File: src/rtl/seg7_pkg.sv
`default_nettype none
// ============================================================================
// Module      : seg7_pkg
// Description : Shared types, segment patterns and decode helper for the
//               BCD 7-segment display path.
// Revision    : 1.0 - initial release
// ============================================================================
package seg7_pkg;

    typedef enum logic [1:0] {
        IDLE  = 2'd0,
        SHIFT = 2'd1,
        DONE  = 2'd2
    } conv_state_t;

    // Segment order is {g,f,e,d,c,b,a}, active high
    localparam logic [6:0] SEG_0     = 7'b0111111;
    localparam logic [6:0] SEG_1     = 7'b0000110;
    localparam logic [6:0] SEG_2     = 7'b1011011;
    localparam logic [6:0] SEG_3     = 7'b1001111;
    localparam logic [6:0] SEG_4     = 7'b1100110;
    localparam logic [6:0] SEG_5     = 7'b1101101;
    localparam logic [6:0] SEG_6     = 7'b1111101;
    localparam logic [6:0] SEG_7     = 7'b0000111;
    localparam logic [6:0] SEG_8     = 7'b1111111;
    localparam logic [6:0] SEG_9     = 7'b1101111;
    localparam logic [6:0] SEG_BLANK = 7'b0000000;

    localparam logic [1:0] DIG_UNITS    = 2'd0;
    localparam logic [1:0] DIG_TENS     = 2'd1;
    localparam logic [1:0] DIG_HUNDREDS = 2'd2;

    function automatic logic [6:0] seg7_decode(input logic [3:0] nibble);
        logic [6:0] w_seg;
        w_seg = SEG_BLANK;
        case (nibble)
            4'd0:    w_seg = SEG_0;
            4'd1:    w_seg = SEG_1;
            4'd2:    w_seg = SEG_2;
            4'd3:    w_seg = SEG_3;
            4'd4:    w_seg = SEG_4;
            4'd5:    w_seg = SEG_5;
            4'd6:    w_seg = SEG_6;
            4'd7:    w_seg = SEG_7;
            4'd8:    w_seg = SEG_8;
            4'd9:    w_seg = SEG_9;
            default: w_seg = SEG_BLANK;
        endcase
        return w_seg;
    endfunction

endpackage
`default_nettype wire

File: src/rtl/bin2bcd_seq.sv
`default_nettype none
// ============================================================================
// Module      : bin2bcd_seq
// Description : Sequential shift-add-3 converter, 8-bit binary to 3-digit BCD,
//               reconverting whenever the input differs from the last result.
// Revision    : 1.0 - initial release
// ============================================================================
module bin2bcd_seq
    import seg7_pkg::*;
(
    input  logic        clk,
    input  logic        reset,
    input  logic [7:0]  i_value,
    output logic [11:0] o_bcd,
    output logic        o_bcd_valid
);

    conv_state_t r_state;
    conv_state_t w_state_next;
    logic        w_start;

    logic [7:0]  r_shreg;
    logic [7:0]  r_captured;
    logic [7:0]  r_last_value;
    logic [11:0] r_scratch;
    logic [11:0] w_adj;
    logic [2:0]  r_count;
    logic        r_force;
    logic [11:0] r_bcd;
    logic        r_bcd_valid;

    always_ff @(posedge clk) begin
        if (reset) begin
            r_state <= IDLE;
        end else begin
            r_state <= w_state_next;
        end
    end

    always_comb begin
        w_state_next = r_state;
        w_start      = 1'b0;
        case (r_state)
            IDLE: begin
                if (r_force || (i_value != r_last_value)) begin
                    w_start      = 1'b1;
                    w_state_next = SHIFT;
                end
            end
            SHIFT: begin
                if (r_count == 3'd7) begin
                    w_state_next = DONE;
                end
            end
            DONE:    w_state_next = IDLE;
            default: w_state_next = IDLE;
        endcase
    end

    // Per-nibble correction; nibbles never carry into each other
    always_comb begin
        w_adj = r_scratch;
        for (int i = 0; i < 3; i++) begin
            if (r_scratch[4*i +: 4] >= 4'd5) begin
                w_adj[4*i +: 4] = r_scratch[4*i +: 4] + 4'd3;
            end
        end
    end

    always_ff @(posedge clk) begin
        if (reset) begin
            r_shreg      <= '0;
            r_captured   <= '0;
            r_last_value <= '0;
            r_scratch    <= '0;
            r_count      <= '0;
            r_force      <= 1'b1;
            r_bcd        <= '0;
            r_bcd_valid  <= 1'b0;
        end else begin
            r_bcd_valid <= 1'b0;
            case (r_state)
                IDLE: begin
                    if (w_start) begin
                        r_shreg    <= i_value;
                        r_captured <= i_value;
                        r_scratch  <= '0;
                        r_count    <= '0;
                        r_force    <= 1'b0;
                    end
                end
                SHIFT: begin
                    {r_scratch, r_shreg} <= {w_adj, r_shreg} << 1;
                    r_count              <= r_count + 3'd1;
                end
                DONE: begin
                    r_bcd        <= r_scratch;
                    r_bcd_valid  <= 1'b1;
                    r_last_value <= r_captured;
                end
                default: ;
            endcase
        end
    end

    assign o_bcd       = r_bcd;
    assign o_bcd_valid = r_bcd_valid;

endmodule
`default_nettype wire

File: src/rtl/value_bcd_display.sv
`default_nettype none
// ============================================================================
// Module      : value_bcd_display
// Description : Converts the counter value to BCD and scans it onto a
//               multiplexed 3-digit 7-segment display. Define
//               LEADING_ZERO_BLANK_EN to blank leading zero digits.
// Revision    : 1.0 - initial release
// ============================================================================
module value_bcd_display
    import seg7_pkg::*;
#(
    parameter int SCAN_DIV = 4
) (
    input  logic        clk,
    input  logic        reset,
    input  logic [7:0]  value,
    output logic [11:0] bcd,
    output logic        bcd_valid,
    output logic [2:0]  an,
    output logic [6:0]  seg
);

    localparam int c_PRE_W = (SCAN_DIV > 1) ? $clog2(SCAN_DIV) : 1;
    localparam logic [c_PRE_W-1:0] c_PRE_MAX = c_PRE_W'(SCAN_DIV - 1);

    logic [c_PRE_W-1:0] r_prescale;
    logic [1:0]         r_scan_idx;
    logic [3:0]         w_nibble;
    logic [6:0]         w_seg_dec;

    bin2bcd_seq u_bin2bcd (
        .clk         (clk),
        .reset       (reset),
        .i_value     (value),
        .o_bcd       (bcd),
        .o_bcd_valid (bcd_valid)
    );

    always_ff @(posedge clk) begin
        if (reset) begin
            r_prescale <= '0;
            r_scan_idx <= DIG_UNITS;
        end else if (r_prescale == c_PRE_MAX) begin
            r_prescale <= '0;
            r_scan_idx <= (r_scan_idx == DIG_HUNDREDS) ? DIG_UNITS : r_scan_idx + 2'd1;
        end else begin
            r_prescale <= r_prescale + 1'b1;
        end
    end

    always_comb begin
        w_nibble = bcd[3:0];
        case (r_scan_idx)
            DIG_TENS:     w_nibble = bcd[7:4];
            DIG_HUNDREDS: w_nibble = bcd[11:8];
            default:      w_nibble = bcd[3:0];
        endcase
    end

    assign w_seg_dec = seg7_decode(w_nibble);
    assign an        = 3'b001 << r_scan_idx;

`ifdef LEADING_ZERO_BLANK_EN
    always_comb begin
        seg = w_seg_dec;
        if ((r_scan_idx == DIG_HUNDREDS) && (bcd[11:8] == 4'd0)) begin
            seg = SEG_BLANK;
        end else if ((r_scan_idx == DIG_TENS) && (bcd[11:4] == 8'd0)) begin
            seg = SEG_BLANK;
        end
    end
`else
    assign seg = w_seg_dec;
`endif

endmodule
`default_nettype wire

File: config.mk
export PLATFORM = sky130hd
export DESIGN_NAME = value_bcd_display
export DESIGN_NICKNAME = d
export VERILOG_FILES = /design/src/rtl/seg7_pkg.sv /design/src/rtl/bin2bcd_seq.sv /design/src/rtl/value_bcd_display.sv
export SDC_FILE = /design/constraint.sdc
export NUM_CORES = 1
export LEC_CHECK = 0
export ABC_AREA = 1
export BUFFER_PORTS_ARGS = -buffer_cell sky130_fd_sc_hd__clkbuf_2
export CAP_MARGIN = 20
export CORE_MARGIN = 3
export CORE_UTILIZATION = 40
export CTS_CLUSTER_DIAMETER = 120
export DETAILED_ROUTE_END_ITERATION = 7
export HOLD_SLACK_MARGIN = 0.06
export PLACE_DENSITY = 0.65
export SYNTH_ARGS = -nofsm -noshare
export SYNTH_HDL_FRONTEND = slang
export SYNTH_HIERARCHICAL = 1
export SYNTH_SLANG_ARGS = --single-unit
File: constraint.sdc
create_clock -name clk -period 2.7 [get_ports clk]
set_clock_uncertainty 0.05 [all_clocks]
set_input_delay 0.54 -clock clk [delete_from_list [all_inputs] [get_ports clk]]
set_output_delay 0.54 -clock clk [all_outputs]
set_load 0.005 [all_outputs]
**Yosys cells after proc, flatten, opt, wreduce, memory -nomap -nowiden**

Memories as Yosys holds them, arrays and structs flattened.
Cells that the tools add are included.

- Bits in registers: 59
- ROM bits: 112
- Input port bits: 10
- Memories: 1

- Add/sub/neg operators: 6
- $lt $le $gt $ge: 3
- Equality and inequality tests: 10
- Shift-type cells: 1
- Mux-type cells: 17
- Reductions and logical operators: 7

Memories:

| name | words | bits a word | read ports | clocked after memory_dff | wr ports | RTL line | RTL |
|---|---|---|---|---|---|---|---|
| (name not given) | 16 | 7 | 1 | 0 | 0 | seg7_pkg.sv:36 | `case (nibble)` |

Operators by type and width:

| kind | number |
|---|---|
| $pmux 12 s2 | 1 |
| $pmux 8 s2 | 1 |
| $ge 4x3->1 const B | 3 |
| $mux 12 | 1 |
| $add 4x2->4 const B | 2 |
| $mux 4 | 2 |
| $mux 8 | 1 |
| $ne 8x8->1 | 1 |
| $pmux 4 s2 | 1 |
| $eq 2x2->1 const B | 3 |
| $mux 2 | 3 |
| $mux 3 | 2 |
| $ne 2x1->1 const B | 3 |
| $pmux 3 s2 | 1 |
| $reduce_and 2->1 | 3 |
| $add 2x1->2 const B | 2 |
| $eq 2x1->1 const B | 2 |
| $pmux 2 s2 | 1 |
| $add 3x1->3 const B | 1 |
| $add 3x2->3 const B | 1 |
| $eq 3x3->1 const B | 1 |
| $mux 1 | 3 |
| $shl 1x2->3 const A | 1 |
| $logic_not 2->1 | 1 |
| other kinds (3) | 3 |

**Logic depth before layout (Yosys ltp)**

- Word-level depth: 6
- Gate-level depth with buffers: 13
- Mapped depth without buffers: 13

**Cells and area by module**

The synthesis kept the hierarchy.

Modules (own cells, without submodules):

| module | instances | cells an instance | area each (um^2) | sequential area each (um^2) |
|---|---|---|---|---|
| bin2bcd_seq | 1 | 321 | 2573.7 | 1101.1 |
| value_bcd_display | 1 | 81 | 528.0 | 80.1 |

**Worst setup path before layout**

OpenSTA, ideal clock, no wires.

- Path type: flip-flop to output port
- Start: register r_scan_idx[0]
- End: output port seg[3]
- Data arrival time: 1.764 ns
- Setup slack: 0.346 ns
- Cell stages (with the launch flop): 11
- Path buffers: 0
- Cells stage by stage: dfxtp_1 inv_1 ha_1 or2_1 nand2_1 inv_1 ha_1 nand3_1 nand2_1 nand2_1 nand2_1

- Word-level cells in the longest chain between the ends: 3

Ends and longest elaborated chain:

| element | RTL line | RTL |
|---|---|---|
| from (decl) | value_bcd_display.sv:27 | `logic [1:0] r_scan_idx;` |
| from (signal assigned) | value_bcd_display.sv:45 | `r_scan_idx <= (r_scan_idx == DIG_HUNDREDS) ? DIG_UNITS : r_scan_idx + 2'd1;` |
| $eq 2x2->1 / $eq 2x1->1 (equally long branches) | value_bcd_display.sv:53 | `case (r_scan_idx)` |
| $pmux 4 s2 * | value_bcd_display.sv:53 |  |
| $mem_v2 16x7 * | - |  |
| to (decl) | value_bcd_display.sv:20 | `output logic [6:0] seg` |

Every way passes the cells marked *; elsewhere a longest branch is shown, timed or not.

**Worst setup path in the final report**

- Start: register r_scan_idx[1]
- End: output port seg[3]

The elaborated chain is that of the path after synthesis.

==> metrics.yaml <==
layout:
  fin_cells: 541
  antenna_cells: 0
  layout-drive-gt1-share_pct: 26.47
  post-route-util_pct: 48.95
  final_net_count: 467
  area_growth_pct: 16.30
routing:
  drt.antenna.violating_nets: 0
  wl_mm: 6.550
  viasPerCell: 4.937
  dr.pass1.iters: 4
  vias: 2671
  drcViolationCount: 0
  drt_iter0_drc: 142
  wl_per_cell_um: 12.11
power_and_ir_drop:
  p_seq_share_pct: 47.6
  power_density_nw_per_um2: 535.7
  p_leak_nw: 1.513
  total_power_mw: 1.932
  switching_share_pct: 26.81
  combinationalPowerShare_pct: 14.4
  vdd_drop_max_uv: 211.8
  p_int_mw: 1.414
  p_clk_share_pct: 38.1
  p_switching_mw: 0.5181
sta:
  fin_crit_sh_pct: 97.16
  slew-limit-headroom_pct: 53.56
  setup_viol: 0
  hold_violations: 0
  slew_violations: 0
  rsz0062_at_grt: "true"
  min_period_ns: 2.623
  worst_pin_slew_ns: 0.6958
  fmax_mhz: 381.2
  setup_slack_ns: 0.07670
  setup_tns_ns: 0
clocking:
  path_clk_slew_ns: 0.06
  htree_levels: 3
  cts_tree: "built"
  cts_sinks: 59
  cts-root-buf: "clkbuf_8"
  hold_buffers: 0
  clock_tree.buffer_depth: 2
  cts_buffers: 9
  clk_latency_ns: 0.33
grt:
  grt-ovfl-total: 0
  grt_pass1_vias: 2355
  grt_usage_pct: 15.16
  grt_pass1_wl_mm: 10.70
  grt_max_degree: 29
  antenna_found_initial: 0
setup_path:
  r2r_end: "u_bin2bcd/r_shreg[4]$_SDFFE_PP0P_"
  r2r_start: "u_bin2bcd/r_last_value[5]$_SDFFE_PP0P_"
  reg2reg_depth: 11
  start_kind: "flop"
  worstPathRequired_ns: 2.11
  criticalPathCategory: "reg2out"
  worst_ep_arrival_time_ns: 2.03
  ff2ff_setup_slack_ns: 0.90
  crit_fanout: 7
  cp-end-kind: "primary output"
synth:
  syn-num-nets: 431
  synth_area_per_cell_um2: 7.716
  synth-seq-cells: 59
  yosysSeqAreaShare_pct: 38.08
  ys_types: 31
  synth_area_um2: 3102
  synth_cells: 402
  ys_warn_count: 6
status:
  status: "finished clean"
min_path:
  min_to: "r_prescale[0]$_SDFF_PP0_"
  whs_path_depth: 1
  min_from: "r_prescale[0]$_SDFF_PP0_"
  min_path_type: "reg2reg"
place:
  gp_congestion: 0.8060
  numPortBuffers: 32
  hpwl_mm: 4.451
  numPlacedInstances: 524
  preCtsSetupSlack_ns: 0.2232
die:
  ios: 33
  initial_utilization_pct: 42.09
  core_area_um2: 7370
  die_w_um: 94.06
  die_area_um2: 8847
  rows: 31
  die_h_um: 94.06
job:
  drv_cap: 0
## power by group through the flow
| stage | clock (mW) | sequential (mW) | combinational, mW |
|---|---|---|---|
| finish | 0.735 | 0.919 | 0.278 |
| global route | 0.800 | 0.922 | 0.313 |
| detailed placement | 0 | 0.938 | 0.255 |
| floorplan | 0 | 0.934 | 0.190 |
| CTS | 0.751 | 0.919 | 0.265 |
| global placement | 0 | 0.936 | 0.248 |
## metal layers
metal  vias to the layer above  global-route usage, %  routed length, µm
li1                       1390                      -                  -
met1                      1219                  19.85               3122
met2                        50                  23.83               3062
met3                        12                  3.766                261
met4                         0                  6.017                104
met5                         -                      0                  0
## kinds of logic after synthesis
family / synth area share, %
XOR/XNOR: 1.129
AND/OR/NAND/NOR: 29.93
buffers and inverters: 8.229
flip-flops: 38.08
AO/OA/AOI/OAI: 14.97
adder cells (fa/ha/maj): 7.664
## cells in the final DEF (no fill, tap or decap), types with 10 or more instances in the layout
cell      Yosys  final
nor2_1       35     35
ha_1         19     15
dfxtp_1      59     57
clkbuf_8      0     12
a21oi_2      15     15
o21ai_0      21     21
nand3_1      26     25
o21ai_1      10     10
nand3_2      16     17
inv_2         7     10
clkbuf_2      0     31
a21oi_1      31     31
nand2_1      78     75
inv_1        34     30
## Yosys cell counts (all sizes together)
master,number,share of area (%)
ha,19,7.7
nor3,2,0.32
nand3b,4,0.97
inv,41,5.0
dfxtp,59,38
nand2,82,11
xor2,4,1.1
or2,8,1.7
nand4,3,0.61
o21ai,31,5.0
nor2,39,5.0
nand3,44,10
a21oi,46,9.2
buf,8,2.3
a211oi,2,0.48
o21bai,1,0.24
nor3b,1,0.24
clkbuf,8,0.97
## area by class of cell
type                       count  area (µm²)
multi-input combinational    286        1733
clock buffer                  14       172.7
timing repair buffer          41       227.7
tap                           99       123.9
fill                         717        3762
inverter                      41       156.4
clock inverter                 1       7.507
sequential                    59        1186
## state kept, by name, indices dropped and copies added, names as in the netlist
name and cells:
u_bin2bcd/r_last_value 8, u_bin2bcd/o_bcd 12, u_bin2bcd/r_count 3, r_scan_idx 2, u_bin2bcd/r_captured 8, r_prescale 2
u_bin2bcd/r_state 2, u_bin2bcd/r_scratch 12, u_bin2bcd/r_force 1, u_bin2bcd/r_shreg 8, u_bin2bcd/o_bcd_valid 1
## through the flow
step | hold slack (ns) | instance area [µm²]
final | 0.3944 | 3607
after global placement | 0.3622 | 3337
after detailed placement | 0.3870 | 3337
after CTS | 0.3958 | 3553
after global routing | 0.4047 | 3607
after floorplan | 0.3503 | 3102
## worst max path at each step
| stage | slack [ns] | startpoint | depth (start not counted) | end |
|---|---|---|---|---|
| final | 0.08 | r_scan_idx[1]$_SDFFE_PP0P_ | 11 | seg[3] |
| after floorplan | 0.35 | r_scan_idx[0]$_SDFFE_PP0P_ | 10 | seg[3] |
| after CTS | 0.02 | r_scan_idx[0]$_SDFFE_PP0P_ | 13 | seg[0] |
| after detailed placement | 0.22 | r_scan_idx[0]$_SDFFE_PP0P_ | 11 | seg[3] |
| after global routing | -0.02 | r_scan_idx[1]$_SDFFE_PP0P_ | 11 | seg[0] |
| after global placement | 0.29 | r_scan_idx[0]$_SDFFE_PP0P_ | 11 | seg[3] |
## worst max-delay path, stage by stage, from the launching register on
cell      delay [ns]
dfxtp_4         0.36
inv_4           0.05
ha_4            0.26
or2_1           0.22
nand2_2         0.08
inv_2           0.05
ha_4            0.26
nand3_2         0.09
nand2_2         0.09
nand2_1         0.07
nand2_1         0.06
clkbuf_2        0.10
## repair_timing
action	4_1_cts	5_1_grt
endpoints found under the setup margin	6	6
buffers inserted	1	1
pin swaps	0	6
endpoints found under the hold margin	0	0
gates resized for setup	7	14
Power figures use the tool's default switching activity.
